==> src/rtl/jk_counter_mod.sv <==
// Parametrised modulo counter built from JK stages with up/down, enable, parallel load,
// combinational terminal count and a registered one-cycle wrap pulse.
module jk_counter_mod #(
   parameter int WIDTH   = 3,
   parameter int MODULUS = 8
) (
   input  logic             clk,
   input  logic             reset,
   input  logic             en,
   input  logic             up_dn,
   input  logic             load,
   input  logic [WIDTH-1:0] load_val,
   output logic [WIDTH-1:0] Q,
   output logic             tc,
   output logic             wrap
);

   localparam logic [WIDTH:0]   MOD_EXT    = (WIDTH+1)'(MODULUS);
   localparam logic [WIDTH-1:0] Q_MAX      = WIDTH'(MODULUS - 1);
   localparam bit               FULL_RANGE = (MODULUS == (1 << WIDTH));

   generate
      if (WIDTH < 1 || MODULUS < 2 || MODULUS > (1 << WIDTH)) begin : g_bad_param
         $error("jk_counter_mod: illegal WIDTH/MODULUS combination");
      end
   endgenerate

   logic             at_max;
   logic             at_zero;
   logic             in_range;
   logic [WIDTH-1:0] load_d;
   logic [WIDTH-1:0] t_up;
   logic [WIDTH-1:0] t_dn;
   logic [WIDTH-1:0] toggle;
   logic [WIDTH-1:0] j;
   logic [WIDTH-1:0] k;

   assign at_max   = (Q == Q_MAX);
   assign at_zero  = (Q == '0);
   assign in_range = ({1'b0, Q} < MOD_EXT);
   assign load_d   = ({1'b0, load_val} >= MOD_EXT) ? Q_MAX : load_val;

   // Ripple-carry toggle terms: bit i flips when all lower bits are 1 (up) or 0 (down).
   always_comb begin
      t_up    = '0;
      t_dn    = '0;
      t_up[0] = 1'b1;
      t_dn[0] = 1'b1;
      for (int unsigned i = 1; i < WIDTH; i++) begin
         t_up[i] = t_up[i-1] & Q[i-1];
         t_dn[i] = t_dn[i-1] & ~Q[i-1];
      end
   end

   // Truncated moduli need wrap correction: toggling the set bits of Q reaches 0,
   // toggling the bits of Q_MAX from 0 reaches Q_MAX.
   always_comb begin
      toggle = up_dn ? t_up : t_dn;
      if (!FULL_RANGE) begin
         if (!in_range) begin
            toggle = Q;
         end else if (up_dn && at_max) begin
            toggle = Q;
         end else if (!up_dn && at_zero) begin
            toggle = Q_MAX;
         end
      end
   end

   always_comb begin
      if (load) begin
         j = load_d;
         k = ~load_d;
      end else if (en) begin
         j = toggle;
         k = toggle;
      end else begin
         j = '0;
         k = '0;
      end
   end

   assign tc = en & ~load & ((up_dn & at_max) | (~up_dn & at_zero));

   always_ff @(posedge clk or negedge reset) begin
      if (!reset) begin
         Q    <= '0;
         wrap <= 1'b0;
      end else begin
         Q    <= (j & ~Q) | (~k & Q);
         wrap <= tc;
      end
   end

endmodule

==> config.mk <==
export PLATFORM = sky130hd
export DESIGN_NAME = jk_counter_mod
export DESIGN_NICKNAME = d
export VERILOG_FILES = /design/src/rtl/jk_counter_mod.sv
export SDC_FILE = /design/constraint.sdc
export NUM_CORES = 1
export LEC_CHECK = 0
export CORE_AREA = 4 4 41 43
export CTS_CLUSTER_SIZE = 40
export DETAILED_ROUTE_END_ITERATION = 10
export DIE_AREA = 0 0 45 47
export GPL_TIMING_DRIVEN = 0
export PLACE_DENSITY_LB_ADDON = 0.25
export SYNTH_ARGS = -nofsm -noshare
export SYNTH_HDL_FRONTEND = slang
export SYNTH_SLANG_ARGS = --single-unit
==> constraint.sdc <==
create_clock -name clk -period 1.6 [get_ports clk]
set_input_delay 0.16 -clock clk [delete_from_list [all_inputs] [get_ports clk]]
set_output_delay 0.16 -clock clk [all_outputs]
set_load 0.005 [all_outputs]
==> impl_metrics.csv, run 1 <==
group,metric,value,unit
route,routedWlPerCell,10.84,um
cts,path_clk_slew,0.04,ns
worst_setup_path,critPathKind,"flip-flop to output pin",
floorplan,ioPinCount,13,
worst_setup_path,critPathCaptureType,"output pin",
synth,syn_nets,32,
grt,grt_pass1_vias,243,
run,drv_cap,0,
synth,synth.avg_cell_area,9.801,um^2
synth,ys_ff_latch,4,
cells_and_area,num-nets-final,51,
synth,ys_types,17,
timing,clock.fmax,567.8,MHz
cells_and_area,final_cell_mix,"9 x clkdlybuf4s50_1, 3 x dfrtp_1, 3 x nand2_1, 3 x clkbuf_4, 3 x buf_4",
worst_setup_path,crit_path_start,"Q[1]$_DFF_PN0_",
cts,cts_made_buffers,3,
synth,synthArstFlopShare,100.0,%
worst_setup_path,critPathLaunchType,"flip-flop",
cts,cts_buffer_depth,2,
cts,cts.hold.buffers_added,0,
cells_and_area,final_common_cell,"clkdlybuf4s50_1",
placed_design,port_buffers,11,
grt,grt_antenna_before_repair,0,
worst_setup_path,crit_path_max_fanout,2,
floorplan,die-area,2115,um^2
synth,synth-edff-count,0,
cells_and_area,synthToLayoutAreaGrowth,76.06,%
floorplan,fp.dieH,47,um
placed_design,gp_congestion,0.7360,
cts,cts_tree,"done",
cts,htreeDepth,1,
worst_setup_path,cp.required,1.44,ns
cells_and_area,drive_above_1_share,31.71,%
placed_design,placed_cell_area,364.1,um^2
grt,track_usage,8.320,%
worst_setup_path,cp.arrival,1.60,ns
timing,rsz0062_at_grt,"yes",
timing,hold_violations,0,
worst_setup_path,cpPeakStageDelay,0.54,ns
worst_setup_path,timing.rr.start,"Q[1]$_DFF_PN0_",
cells_and_area,diodes,0,
route,ant_nets,0,
worst_setup_path,path_cells,"or4b_4 -> and2_4 -> nor3_4 -> buf_2",
route,dr.pass1.iters,2,
floorplan,rows,13,
synth,yosysWarnings,0,
timing,period_share,110.1,%
timing,finalMaxSlewViolations,0,
floorplan,initial_core_util,18.08,%
timing,slew_headroom,73.30,%
route,via_per_inst,4.196,
timing,setup_slack,-0.1612,ns
cells_and_area,fillCellCount,155,
worst_hold_path,min_path_type,"primary input to asynchronous set/reset pin",
grt,grt_pass1_wl,1.083,mm
route,vias,235,
floorplan,die_x,45,um
power,ir_drop,0.0002006,V
placed_design,dp_hpwl,464.4,um
route,drcViolationCount,0,
timing,period_needed,1.761,ns
power,p_leak,0.0001789,uW
route,drtIter0Drc,1,
synth,syn_inst,24,
timing,clock_skew,0.001300,ns
synth,ys_seq_area_share,42.55,%
grt,overflow,0,
synth,netlist_area,235.2,um^2
placed_design,place_inst,50,
cells_and_area,final_area,414.1,um^2
cts,clock-sinks,4,
cells_and_area,fin_cells,56,
cts,ctsRootBufferMaster,"clkbuf_4",
timing,setup_violations,1,
synth,synth_ff_type,"dfrtp_1",
timing,tightest_slew,0.4006,ns
placed_design,pre_cts_ws,-0.6433,ns
power,p_per_area,854.7,nW/um^2
cts,worstSkewPairLatency,0.24,ns
route,routed_wl,607,um
outcome,status,"complete, but fails checks",
floorplan,coreArea,1301,um^2
outcome,violations,"setup timing",
worst_setup_path,critical_path.slowest_cell,"or4b_4",
grt,grt_max_degree,10,
what timing repair did:
item,CTS,global route
resized for setup,8,0
hold endpoints to repair,0,0
pin swaps,2,0
setup buffers,3,0
endpoints found under the setup margin,1,1
report_power, final:
group	internal (uW)	switching [uW]	leakage, uW
Sequential	113	9.04	0.0000490
Clock	83.9	42.1	0.0000138
Combinational	63.7	42.1	0.000116
through the flow:
stage | TNS [ns] | util [%] | total power [uW] | hold slack, ns
2_1_floorplan | 0 | - | 164.2 | -0.1356
4_1_cts | -0.1607 | 31.83 | 361.0 | 0.1282
3_5_place_dp | -0.6824 | 27.98 | 214.4 | 0.3796
3_3_place_gp | -0.6138 | 27.98 | 211.4 | 0.3823
5_1_grt | -0.2361 | 31.83 | 386.3 | 0.1231
6_report | -0.1612 | 31.83 | 354.0 | 0.1247
worst max-delay path, delay by kind of cell, from the launching register on:
family / cells / cell delay (ns)
buf+inv: 1 / 0.14
simple gates: 3 / 0.83
flops: 1 / 0.39
cell type report:
class	count	area (um^2)	area share (%)
multi-input combinational	18	137.6	33.23
timing repair buffer	14	126.4	30.51
sequential	4	101.3	24.47
clock buffer	3	22.52	5.438
tap	15	18.77	4.532
buffer	1	3.754	0.9063
inverter	1	3.754	0.9063
layer usage:
layer	share of wire (%)	GRT usage, %	vias to the layer above
met2	49	11.30	12
li1	-	-	118
met1	35	7.569	100
met5	0	0	-
met3	7.9	3.065	5
met4	7.9	14.04	0
flip-flops by register name, indices dropped and copies added, names as in the netlist:
signal	count
Q	3
wrap	1
Yosys cell counts, types with 2 or more instances:
| library cell | instances | share of area (%) |
|---|---|---|
| nand2_1 | 3 | 4.8 |
| nand3_1 | 2 | 4.3 |
| dfrtp_1 | 4 | 43 |
| xnor2_1 | 2 | 7.4 |
final timing paths:
kind | to | slack [ns] | cells after the start
setup / recovery | tc | -0.16 | 4
max in group asynchronous | Q[0]$_DFF_PN0_ | 1.29 | 1
setup reg to reg | wrap$_DFF_PN0_ | 0.20 | 4
hold reg to reg | Q[2]$_DFF_PN0_ | 0.63 | 2
hold / removal | wrap$_DFF_PN0_ | 0.12 | 1
min in group clk | Q[0]$_DFF_PN0_ | 0.32 | 3
cell families after synthesis:
logic type             Yosys count  synth area share (%)
AND/OR/NAND/NOR                 12                 31.92
buffers and inverters            2                 3.188
AO/OA/AOI/OAI                    3                 11.17
XOR/XNOR                         3                 11.17
flip-flops                       4                 42.55
Power figures use the tool's default switching activity.
==> run 2: changes to the inputs <==
- REMOVE_ABC_BUFFERS: not set -> 1
==> run 2 against run 1 <==
Against the previous run: the flow still finishes with violations (setup timing); hold slack got worse by 0.0051 ns; cell count unchanged; global-route usage shrank 0.30 points; setup slack better by 0.029 ns; non-clock buffer count unchanged; utilization is 0.29 points higher; critical path depth did not move; sequential share of layout area down 0.52 points; combinational power barely moved; first-iteration DRC count is the same; largest power group unchanged; highest routed layer unchanged.
==> impl_metrics.csv, run 2 (synthesis results as in run 1) <==
group,metric,value,unit
grt,grt_max_degree,10,
cts,cts_made_buffers,3,
worst_hold_path,min_path_type,"primary input to asynchronous set/reset pin",
timing,clock_skew,0.002026,ns
timing,tightest_slew,0.3319,ns
cells_and_area,synthToLayoutAreaGrowth,77.66,%
grt,track_usage,8.016,%
outcome,violations,"setup timing",
route,drcViolationCount,0,
timing,finalMaxSlewViolations,0,
cells_and_area,diodes,0,
worst_setup_path,cpPeakStageDelay,0.54,ns
cts,worstSkewPairLatency,0.24,ns
cts,htreeDepth,1,
route,dr.pass1.iters,2,
grt,overflow,0,
worst_setup_path,crit_path_start,"Q[1]$_DFF_PN0_",
cts,cts_buffer_depth,2,
power,power,357.1,uW
power,ir_drop,0.0002264,V
cts,ctsRootBufferMaster,"clkbuf_4",
timing,slew_headroom,77.81,%
cells_and_area,final_cell_mix,"9 x clkdlybuf4s50_1, 4 x dfrtp_1, 3 x nand2_1, 3 x clkbuf_4, 3 x buf_4",
floorplan,rows,13,
power,p_per_area,854.4,nW/um^2
cts,cts.hold.buffers_added,0,
timing,worst_hold_slack,0.1197,ns
cts,clock-sinks,4,
cells_and_area,reg_top3,"Q (3), wrap (1)",
placed_design,port_buffers,12,
timing,period_needed,1.732,ns
route,routed_wl,621,um
floorplan,die-area,2115,um^2
floorplan,initial_core_util,18.08,%
power,p_leak,0.0001830,uW
placed_design,placed_cell_area,370.4,um^2
cells_and_area,final_area,417.9,um^2
worst_setup_path,cp.required,1.44,ns
timing,setup_slack,-0.1321,ns
cells_and_area,num-nets-final,51,
route,vias,247,
worst_setup_path,cp.arrival,1.57,ns
timing,rsz0062_at_grt,"yes",
worst_setup_path,critPathKind,"flip-flop to output pin",
cells_and_area,drive_above_1_share,29.27,%
grt,grt_antenna_before_repair,0,
cells_and_area,final_common_cell,"clkdlybuf4s50_1",
placed_design,gp_congestion,0.7210,
route,routedWlPerCell,11.09,um
worst_setup_path,critPathLaunchType,"flip-flop",
outcome,status,"complete, but fails checks",
cts,cts_tree,"done",
floorplan,fp.dieH,47,um
timing,setup_violations,1,
route,via_per_inst,4.411,
timing,clock.fmax,577.3,MHz
cells_and_area,top_register,"Q",
cts,path_clk_slew,0.04,ns
timing,hold_violations,0,
run,drv_cap,0,
cells_and_area,largest_reg_flops,3,
floorplan,coreArea,1301,um^2
grt,grt_pass1_vias,272,
worst_setup_path,critPathCaptureType,"output pin",
floorplan,ioPinCount,13,
worst_setup_path,timing.rr.start,"Q[1]$_DFF_PN0_",
route,drtIter0Drc,1,
timing,tns,-0.1321,ns
grt,grt_pass1_wl,1.041,mm
route,ant_nets,0,
floorplan,die_x,45,um
worst_setup_path,crit_path_max_fanout,2,
worst_setup_path,path_cells,"or4b_4 -> and2_4 -> nor3_4 -> buf_2",
timing,period_share,108.3,%
worst_setup_path,critical_path.slowest_cell,"or4b_4",
==> run 2: changes by cell type in the layout (fill, tap and decap cells not counted) <==
cell           previous run  this run
dfrtp_1                   3         4
dlygate4sd2_1             1         2
clkbuf_1                  1         0
dfrtp_2                   1         0
==> run 2: layout make-up <==
type                            count  area, um^2
Clock buffer                        3       22.52
Inverter                            1       3.754
Tap cell                           15       18.77
Timing Repair Buffer               15       135.1
Sequential cell                     4       100.1
Fill cell                         147       883.3
Multi-Input combinational cell     18       137.6
==> run 2: worst max-delay path: cells and delay by family (launching register included) <==
kind	cells	cell delay, ns
flops	1	0.38
simple gates	3	0.83
buf+inv	1	0.14
==> run 2: path summary, 6_finish.rpt <==
kind / endpoint / slack [ns] / cells past startpoint
setup / recovery: tc / -0.13 / 4
hold / removal: wrap$_DFF_PN0_ / 0.12 / 1
setup reg to reg: Q[2]$_DFF_PN0_ / 0.17 / 4
hold reg to reg: Q[2]$_DFF_PN0_ / 0.66 / 2
max in group asynchronous: Q[0]$_DFF_PN0_ / 1.32 / 1
min in group clk: Q[1]$_DFF_PN0_ / 0.42 / 3
==> run 2: power by group <==
part,total [uW],switching (uW),internal [uW]
Sequential,121,8.70,113
Clock,127,43.0,84.0
Combinational,109,43.0,65.9
==> run 2: repair_timing <==
item                                    in CTS  in global routing
endpoints found under the setup margin       1                  1
buffers inserted                             3                  0
pin swaps                                    2                  0
gates resized for setup                      8                  0
==> run 2: routing by layer <==
layer | wire [um] | track usage, % | vias up
met4 | 37 | 14.04 | 0
met2 | 323 | 12.43 | 10
li1 | - | - | 119
met5 | 0 | 0 | -
met1 | 214 | 6.682 | 114
met3 | 46 | 1.533 | 4
==> run 2: stage by stage <==
step | worst slack, ns | util, % | instances
floorplan | 0.1423 | - | 23
global placement | -0.6223 | 28.46 | 50
detailed placement | -0.6447 | 28.46 | 50
CTS | -0.1420 | 32.12 | 56
global route | -0.2001 | 32.12 | 56
finish | -0.1321 | 32.12 | 56
==> run 3: changes to the inputs <==
- REMOVE_ABC_BUFFERS: 1 -> not set
==> results of run 3 <==
No change in the layout: final DEF, timing and power equal those of run 1.
